`src/rtl/playback_sequencer.sv`:
```
// Record/playback controller for the note buffer: appends notes while recording,
// then steps through the recorded entries at the step_tick rate and drives the tone generator.
module playback_sequencer #(
    parameter int ADDR_W     = 8,
    parameter int DATA_W     = 6,
    parameter int NOTE_TICKS = 2,
    parameter int LOOP       = 0
) (
    input  logic              i_clk,
    input  logic              i_rst,
    input  logic              i_step_tick,
    input  logic              i_toggle_pb,
    input  logic              i_rec_valid,
    input  logic [DATA_W-1:0] i_rec_data,
    output logic              o_mem_wr_en,
    output logic [ADDR_W-1:0] o_mem_wr_addr,
    output logic [DATA_W-1:0] o_mem_wr_data,
    output logic [ADDR_W-1:0] o_mem_rd_addr,
    input  logic [DATA_W-1:0] i_mem_rd_data,
    output logic              o_pb_mode,
    output logic              o_note_valid,
    output logic [DATA_W-1:0] o_note_out,
    output logic [ADDR_W:0]   o_rec_len,
    output logic              o_full,
    output logic              o_pb_done
);

    localparam int DEPTH = 2 ** ADDR_W;
    localparam int TW    = (NOTE_TICKS > 1) ? $clog2(NOTE_TICKS) : 1;
    localparam logic [TW-1:0] TICK_LAST = TW'(NOTE_TICKS - 1);

    typedef enum logic [1:0] {S_REC, S_FETCH, S_LOAD, S_PLAY} state_t;

    state_t              r_state, w_state_nxt;
    logic [ADDR_W:0]     r_rec_len;
    logic [ADDR_W-1:0]   r_rd_idx;
    logic [TW-1:0]       r_tick_cnt;
    logic [DATA_W-1:0]   r_note_out;
    logic                r_note_valid;
    logic                r_pb_done;

    logic                w_full, w_wr_en, w_last_tick, w_more;
    logic                w_advance, w_end;
    logic [ADDR_W:0]     w_len_after, w_idx_inc;

    assign w_full      = (r_rec_len == (ADDR_W+1)'(DEPTH));
    // rst wins over a same-cycle rec_valid, so no stray write escapes during reset
    assign w_wr_en     = (r_state == S_REC) && i_rec_valid && !w_full && !i_rst;
    assign w_len_after = r_rec_len + {{ADDR_W{1'b0}}, w_wr_en};
    assign w_idx_inc   = {1'b0, r_rd_idx} + (ADDR_W+1)'(1);
    assign w_more      = (w_idx_inc < r_rec_len);
    assign w_last_tick = (r_state == S_PLAY) && i_step_tick && (r_tick_cnt == TICK_LAST);

    always_comb begin
        w_state_nxt = r_state;
        w_advance   = 1'b0;
        w_end       = 1'b0;
        case (r_state)
            S_REC: begin
                // counting the same-cycle write lets a lone first note be played at once
                if (i_toggle_pb && (w_len_after != '0)) w_state_nxt = S_FETCH;
            end
            S_FETCH: w_state_nxt = i_toggle_pb ? S_REC : S_LOAD;
            S_LOAD:  w_state_nxt = i_toggle_pb ? S_REC : S_PLAY;
            S_PLAY: begin
                if (i_toggle_pb) begin
                    w_state_nxt = S_REC;
                end else if (w_last_tick) begin
                    if (w_more) begin
                        w_advance   = 1'b1;
                        w_state_nxt = S_FETCH;
                    end else begin
                        w_end       = 1'b1;
                        w_state_nxt = (LOOP != 0) ? S_FETCH : S_REC;
                    end
                end
            end
            default: w_state_nxt = S_REC;
        endcase
    end

    always_ff @(posedge i_clk) begin
        if (i_rst) r_state <= S_REC;
        else       r_state <= w_state_nxt;
    end

    always_ff @(posedge i_clk) begin
        if (i_rst) begin
            r_rec_len    <= '0;
            r_rd_idx     <= '0;
            r_tick_cnt   <= '0;
            r_note_out   <= '0;
            r_note_valid <= 1'b0;
            r_pb_done    <= 1'b0;
        end else begin
            r_pb_done <= w_end;
            if (w_wr_en) r_rec_len <= w_len_after;
            if ((r_state == S_REC) && (w_state_nxt == S_FETCH)) begin
                r_rd_idx   <= '0;
                r_tick_cnt <= '0;
            end
            // note field 0 is a rest: the slot keeps its timing but stays silent
            if ((r_state == S_LOAD) && !i_toggle_pb) begin
                r_note_out   <= i_mem_rd_data;
                r_note_valid <= (i_mem_rd_data[2:0] != 3'd0);
            end
            if ((r_state == S_PLAY) && !i_toggle_pb && i_step_tick) begin
                if (r_tick_cnt == TICK_LAST) begin
                    r_tick_cnt <= '0;
                    r_rd_idx   <= w_advance ? (r_rd_idx + ADDR_W'(1)) : '0;
                end else begin
                    r_tick_cnt <= r_tick_cnt + TW'(1);
                end
            end
            if (((r_state != S_REC) && i_toggle_pb) || (w_end && (LOOP == 0)))
                r_note_valid <= 1'b0;
        end
    end

    assign o_mem_wr_en   = w_wr_en;
    assign o_mem_wr_addr = r_rec_len[ADDR_W-1:0];
    assign o_mem_wr_data = i_rec_data;
    assign o_mem_rd_addr = r_rd_idx;
    assign o_pb_mode     = (r_state != S_REC);
    assign o_note_valid  = r_note_valid;
    assign o_note_out    = r_note_out;
    assign o_rec_len     = r_rec_len;
    assign o_full        = w_full;
    assign o_pb_done     = r_pb_done;

endmodule

```
`config.mk`:
```
export PLATFORM = sky130hd
export DESIGN_NAME = playback_sequencer
export DESIGN_NICKNAME = d
export VERILOG_FILES = /design/src/rtl/playback_sequencer.sv
export SDC_FILE = /design/constraint.sdc
export NUM_CORES = 1
export LEC_CHECK = 0
export CORE_UTILIZATION = 42
export CTS_CLUSTER_DIAMETER = 50
export DETAILED_ROUTE_END_ITERATION = 8
export PLACE_DENSITY_LB_ADDON = 0.08
export SYNTH_ARGS = -nofsm -noshare
export SYNTH_HDL_FRONTEND = slang
export SYNTH_SLANG_ARGS = --single-unit
```
`constraint.sdc`:
```
create_clock -name i_clk -period 4.05 [get_ports i_clk]
set_input_delay 1.215 -clock i_clk [delete_from_list [all_inputs] [get_ports i_clk]]
set_output_delay 1.215 -clock i_clk [all_outputs]
set_load 0.03 [all_outputs]
```
==> summary.md, run 1 <==
| Metric | Value |
|---|---|
| DIE AREA | `0.00480 mm²` |
| Syn_area_per_cell | `8.38 µm²` |
| DP HPWL | `3.25 mm` |
| Largest delay share family, worst path | `buffers and inverters` |
| Endpoints failing setup | `0` |
| Cell Area, Placed | `0.00232 mm²` |
| Bufs and invs on worst path | `3` |
| IO Count | `59` |
| Startpoint types | `input port` |
| Comb pwr share | `11.9%` |
| DR WL/cell | `13.9 µm` |
| Antenna Nets Post-Route | `0` |
| Post-cts gate resize count | `0` |
| Sw power | `0.000140 W` |
| Final TNS setup | `0 ps` |
| DRC | `0` |
| Layout area overhead | `25.4%` |
| Synthesized area | `0.00190 mm²` |
| HP Class | `reg -> reg` |
| Unrepaired setup endpoints after global routing | `false` |
| Final Total Pwr | `0.000580 W` |
| Vias in the first global route | `1,519` |
| Max_cap viols | `0` |
| Register bit count reported by yosys | `28` |
| Yosys top cell area share | `29.5%` |
| Clk_lat worst skew | `280 ps` |
| Via count | `1,660` |
| CP max stage delay | `480 ps` |
| Crit-path cells | `clkdlybuf4s50_1, or3b_1, nor3_1, buf_4, buf_4` |
| H-tree depth | `1` |
| Sequential share of power | `48.6%` |
| Seq/Total Area, Yosys | `29.5%` |
| CP required | `2830 ps` |
| FMAX | `261 MHz` |
| Final WL | `4.34 mm` |
| Asr flop ratio synth | `0%` |
| Post-route minimum period | `3830 ps` |
| Final instance area | `0.00239 mm²` |
| Die H | `69.3 µm` |
| Synthesized Nets | `255` |
| Synth cell types | `42` |
| Die X | `69.3 µm` |
| TritonCTS clock tree | `built` |
| Internal power | `0.000440 W` |
| DR iter-0 viols | `86` |
| Clock Pin Slew Worst Setup and Hold Paths | `100 ps` |
| Core Region | `0.00435 mm²` |
| Peak supply drop | `0.000178 V` |
| GPL Wtd Cong | `0.805` |
| Synth area leaders | `dfxtp_1 29%, ha_1 7.2%, buf_4 6.7%, nor2_1 5.5%, o31ai_2 5.3%` |
| Pwr/cell area | `243 mW/mm²` |
| Rows | `24` |
| Kind of critical path | `in -> out` |
| Status | `finished clean` |
| Post-synth EDFFs | `0` |
| Crit share post-route | `94.7%` |
| HP Start | `o_note_valid` |
| RR Startpoint | `o_rec_len[1]` |
| Power share of the clock group | `39.5%` |
| Leakage | `0.861 nW` |
| CP max FO | `2` |
| Final Skew | `7.12 ps` |
| First-pass GRT wire length | `7.40 mm` |
| GRT overflow | `0` |
| Max Buffers Root-to-Sink | `2` |
| Sink Count | `28` |
| Total track usage | `18.9%` |
| CTS Root Cell | `clkbuf_8` |
| Final hold vios | `0` |
| Input/output buffers | `46` |
| Slowest-stage cell, CP | `clkdlybuf4s50_1` |
| Total setup buffers inserted after CTS | `0` |
| Net count, final | `289` |
| Crit path DAT | `2620 ps` |
| # hold bufs at CTS | `0` |
| Worst Max-Slew Pin Slew | `643 ps` |
| Synth area leader | `dfxtp_1` |
| Worst Setup End Kind | `output pin` |
| Relative slew slack | `56.9%` |
| Initial antenna violation count | `0` |
| Post-synthesis cell count | `227` |
| Ys Warns | `0` |
| DR pass1 iterations | `4` |
| Via density | `5.32` |
| CTS Buf Count | `3` |
| Largest net degree at the start of global routing | `24` |
| Hold_ws | `502 ps` |
| Most used DFF post-synth | `dfxtp_1` |
| Final Slew Violations | `0` |
| Diode count | `0` |
| Initial Utilization | `43.7%` |
| Sw Ratio | `24.1%` |
| Layout cells sized above 1 | `13.5%` |
| Worst setup path start | `i_rec_valid` |
| CP most frequent cell | `buf_4` |
-- synthesized netlist by cell type (2+ instances only) --
cell type / number
nor3_2: 2
nor2b_1: 2
o31ai_2: 8
clkbuf_1: 4
a211oi_1: 2
nand3_1: 13
buf_4: 17
mux2i_1: 7
xnor2_1: 9
o21ai_0: 7
o211ai_1: 6
a21oi_1: 9
nor3_1: 7
inv_1: 18
nor2_1: 28
nor4_1: 5
or2_2: 5
ha_1: 11
nand4_1: 4
a31oi_1: 2
and2_1: 2
nand2b_1: 2
dfxtp_1: 28
nand2_1: 11
-- final timing paths --
check,to,slack [ps],depth (start not counted)
setup / recovery,o_mem_wr_en,220,5
hold / removal,o_note_valid,500,2
setup reg to reg,o_mem_rd_addr[6],1070,11
hold reg to reg,o_note_valid,500,2
-- cells by family after synthesis --
family | count (synthesis) | share of synthesized area (%)
compound gates | 40 | 18.1
mux | 7 | 3.68
simple gates | 92 | 26.1
flops | 28 | 29.5
fa+ha+maj | 11 | 7.23
buf+inv | 40 | 11.3
xor+xnor | 9 | 4.14
-- stage by stage --
stage	utilization (%)	setup WS (ps)	instances
finish	54.8	216	312
CTS	54.8	210	312
detailed placement	53.2	42.5	308
global placement	53.2	121	308
floorplan	-	20.6	227
global route	54.8	174	312
-- sequential cells by signal (all words and copies together) (netlist names) --
name           flops
o_mem_rd_addr      8
o_note_out         6
o_note_valid       1
o_pb_done          1
o_rec_len          9
r_state            2
r_tick_cnt         1
-- power by group through the flow --
stage,Clock (W),Combinational (W),Sequential [W]
2_1_floorplan,0,0.0000492,0.000290
3_3_place_gp,0,0.0000691,0.000288
3_5_place_dp,0,0.0000691,0.000288
4_1_cts,0.000232,0.0000693,0.000282
5_1_grt,0.000243,0.0000737,0.000283
6_report,0.000230,0.0000691,0.000282
-- metal layers --
layer  GRT usage (%)  wire length (µm)  vias to the layer above
met4            4.31                29                        0
met2            30.9              2030                       46
met5               0                 0                        -
met3            3.34               171                        4
met1            25.9              2100                      759
li1                -                 -                      851
-- cells in the final DEF, fill, tap and decap left out, types with 2 or more instances in the layout --
cell type | netlist | final
nand2b_1 | 2 | 2
clkbuf_8 | 0 | 3
nand2_1 | 11 | 11
a31oi_1 | 2 | 2
nor2b_1 | 2 | 2
ha_1 | 11 | 11
o21ai_0 | 7 | 7
nand4_1 | 4 | 4
o211ai_1 | 6 | 6
inv_1 | 18 | 18
dfxtp_1 | 28 | 28
a211oi_1 | 2 | 2
buf_4 | 17 | 6
nor4_1 | 5 | 5
or2_2 | 5 | 5
a21oi_1 | 9 | 9
mux2i_1 | 7 | 7
nand3_1 | 13 | 13
nor3_1 | 7 | 7
o31ai_2 | 8 | 8
nor2_1 | 28 | 28
and2_1 | 2 | 2
clkdlybuf4s50_1 | 0 | 45
nor3_2 | 2 | 2
xnor2_1 | 9 | 9
-- tightest hold or removal path: stages (launching register included) --
cell and delay, ps:
dfxtp_1 320, o21ai_0 70, a211oi_1 70
-- area by class of cell --
type	instances	area [µm²]
multi-input combinational	159	1130
sequential	28	561
timing repair buffer	51	495
tap	52	65.1
inverter	18	67.6
fill	433	1970
clock inverter	1	30.0
clock buffer	3	41.3
Note: power is estimated with default switching activity, not from simulation.
==> run 2: changes to the inputs <==
--- a/config.mk
+++ b/config.mk
@@ -5,6 +5,7 @@
 export SDC_FILE = /design/constraint.sdc
 export NUM_CORES = 1
 export LEC_CHECK = 0
+export ABC_AREA = 1
 export CORE_UTILIZATION = 42
 export CTS_CLUSTER_DIAMETER = 50
 export DETAILED_ROUTE_END_ITERATION = 8
==> summary.md, run 2 <==
| Metric | Value |
|---|---|
| Status | `finished clean` |
| Via density | `4.90` |
| Synth area leader | `dfxtp_1` |
| Final Skew | `2.76 ps` |
| DRC | `0` |
| Layout area overhead | `27.1%` |
| Layout cells sized above 1 | `4.45%` |
| Ys Warns | `0` |
| GPL Wtd Cong | `0.840` |
| IO Count | `59` |
| Largest net degree at the start of global routing | `19` |
| Most used DFF post-synth | `dfxtp_1` |
| Clk_lat worst skew | `270 ps` |
| Worst Setup End Kind | `output pin` |
| Final hold vios | `0` |
| Total track usage | `19.4%` |
| Post-synth EDFFs | `0` |
| DR iter-0 viols | `68` |
| Max reg flops | `9` |
| Synthesized area | `0.00175 mm²` |
| Synth area leaders | `dfxtp_1 32%, nand2_1 11%, ha_1 7.9%, nor2_1 7.1%, inv_1 6.7%` |
| CP max FO | `5` |
| Post-layout util | `55.6%` |
| # hold bufs at CTS | `0` |
| Vias in the first global route | `1,517` |
| Asr flop ratio synth | `0%` |
| Crit path DAT | `2240 ps` |
| DR WL/cell | `11.6 µm` |
| GRT overflow | `0` |
| Net count, final | `322` |
| Yosys top cell area share | `32.1%` |
| Final Slew Violations | `0` |
| Most common cell after layout, fill and taps aside | `nand2_1` |
| Die X | `66.5 µm` |
| Final WL | `3.97 mm` |
| H-tree depth | `1` |
| Antenna Nets Post-Route | `0` |
| CP required | `2830 ps` |
| Placed Cells | `339` |
| Initial antenna violation count | `0` |
| Register bit count reported by yosys | `28` |
| HP Class | `reg -> reg` |
| Diode count | `0` |
| Seq/Total Area, Yosys | `32.1%` |
| Input/output buffers | `46` |
| Kind of critical path | `in -> out` |
| Initial Utilization | `43.7%` |
| Total setup buffers inserted after CTS | `0` |
| First-pass GRT wire length | `6.63 mm` |
| Unrepaired setup endpoints after global routing | `false` |
| Crit share post-route | `85.2%` |
| Most frequent cells in the layout | `52 x nand2_1, 45 x clkdlybuf4s50_1, 33 x nor2_1, 31 x inv_1, 28 x dfxtp_1` |
| FMAX | `290 MHz` |
| DR pass1 iterations | `4` |
| Final Total Pwr | `0.000691 W` |
| Sink Count | `28` |
| Syn_area_per_cell | `6.83 µm²` |
| TritonCTS clock tree | `built` |
| Die H | `66.5 µm` |
| Relative slew slack | `64.7%` |
| Peak supply drop | `0.000164 V` |
| Post-cts gate resize count | `0` |
| Post-synthesis cell count | `256` |
| Synth cell types | `28` |
| Rows | `23` |
| Clock Pin Slew Worst Setup and Hold Paths | `100 ps` |
| Final instance area | `0.00222 mm²` |
| Final Instance Count excl. Fillers | `342` |
| Synthesized Nets | `284` |
| CTS Root Cell | `clkbuf_8` |
| Cell Area, Placed | `0.00218 mm²` |
| Endpoints failing setup | `0` |
| Via count | `1,675` |
| DIE AREA | `0.00442 mm²` |
| Post-route minimum period | `3450 ps` |
| Pwr/cell area | `311 mW/mm²` |
| CTS Buf Count | `3` |
| Core Region | `0.00400 mm²` |
| Startpoint types | `input port` |
| Max_cap viols | `0` |
| Max Buffers Root-to-Sink | `2` |
| Leakage | `0.997 nW` |
| Worst Max-Slew Pin Slew | `527 ps` |
| Most frequent cells after synthesis | `52 x nand2_1, 33 x nor2_1, 31 x inv_1` |
| Most common cell in the netlist | `nand2_1` |
| Final TNS setup | `0 ps` |
| DP HPWL | `3.07 mm` |
run 2: cell types whose count changed after synthesis, sizes merged, moves of 8 or more:
| cell | previous run | this run |
|---|---|---|
| o31ai | 9 | 0 |
| inv | 18 | 31 |
| nand2 | 11 | 54 |
| xnor2 | 9 | 1 |
run 2: worst paths after layout:
path                          from                to  slack, ps  cells past startpoint
setup / recovery             i_rst       o_mem_wr_en        600                      6
hold / removal          r_tick_cnt        r_tick_cnt        470                      2
setup reg to reg  o_mem_rd_addr[0]  o_mem_rd_addr[0]       1440                     12
hold reg to reg         r_tick_cnt        r_tick_cnt        470                      2
run 2: layer usage:
| metal | vias up | share of wire, % | global-route usage, % |
|---|---|---|---|
| met4 | 0 | 0.86 | 5.05 |
| met5 | - | 0 | 0 |
| met3 | 4 | 4.5 | 3.77 |
| met1 | 740 | 48 | 24.3 |
| li1 | 893 | - | - |
| met2 | 38 | 46 | 33.7 |
run 2: worst max-delay path, stage by stage:
cell             delay, ps
clkdlybuf4s50_1        470
inv_1                   50
and3_1                 170
nand2_1                 70
inv_1                   80
buf_4                  180
run 2: cells by family (layout without fill, tap and decap cells):
kind of cell               count (synthesis)  count (layout)  synth area share, %
DFF                                       28              28                 32.1
xor gates and xnor gates                   6               6                 3.01
and+or+nand+nor                          120             120                 29.9
AOI/OAI and AO/OA                         41              41                 13.1
buffers and inverters                     50              86                 14.0
adders and majority gates                 11              11                 7.87
run 2: where the power goes:
group | total, W | switching [W] | internal (W)
combinational | 0.000227 | 0.000138 | 0.0000885
sequential | 0.000311 | 0.0000206 | 0.000290
clock | 0.000153 | 0.0000865 | 0.0000668
run 2: area by class of cell:
type / count / area, µm²
multi-input cells: 178 / 942
inverters: 32 / 120
fillers: 404 / 1780
clock buffers: 3 / 41.3
well taps: 50 / 62.6
flip-flops and latches: 28 / 561
repair buffers: 51 / 495
run 2: stage by stage:
stage          setup slack (ps)  hold slack [ps]
2_1_floorplan               813              439
3_3_place_gp                544              453
3_5_place_dp                485              459
4_1_cts                     592              473
5_1_grt                     466              487
6_report                    599              470
==> run 3: changes to the inputs <==
--- a/config.mk
+++ b/config.mk
@@ -8,8 +8,10 @@
 export ABC_AREA = 1
 export CORE_UTILIZATION = 42
 export CTS_CLUSTER_DIAMETER = 50
+export CTS_CLUSTER_SIZE = 12
 export DETAILED_ROUTE_END_ITERATION = 8
 export PLACE_DENSITY_LB_ADDON = 0.08
+export SKIP_LAST_GASP = 1
 export SYNTH_ARGS = -nofsm -noshare
 export SYNTH_HDL_FRONTEND = slang
 export SYNTH_SLANG_ARGS = --single-unit
==> results of run 3 <==
No change in the layout: final DEF, timing and power equal those of run 2.
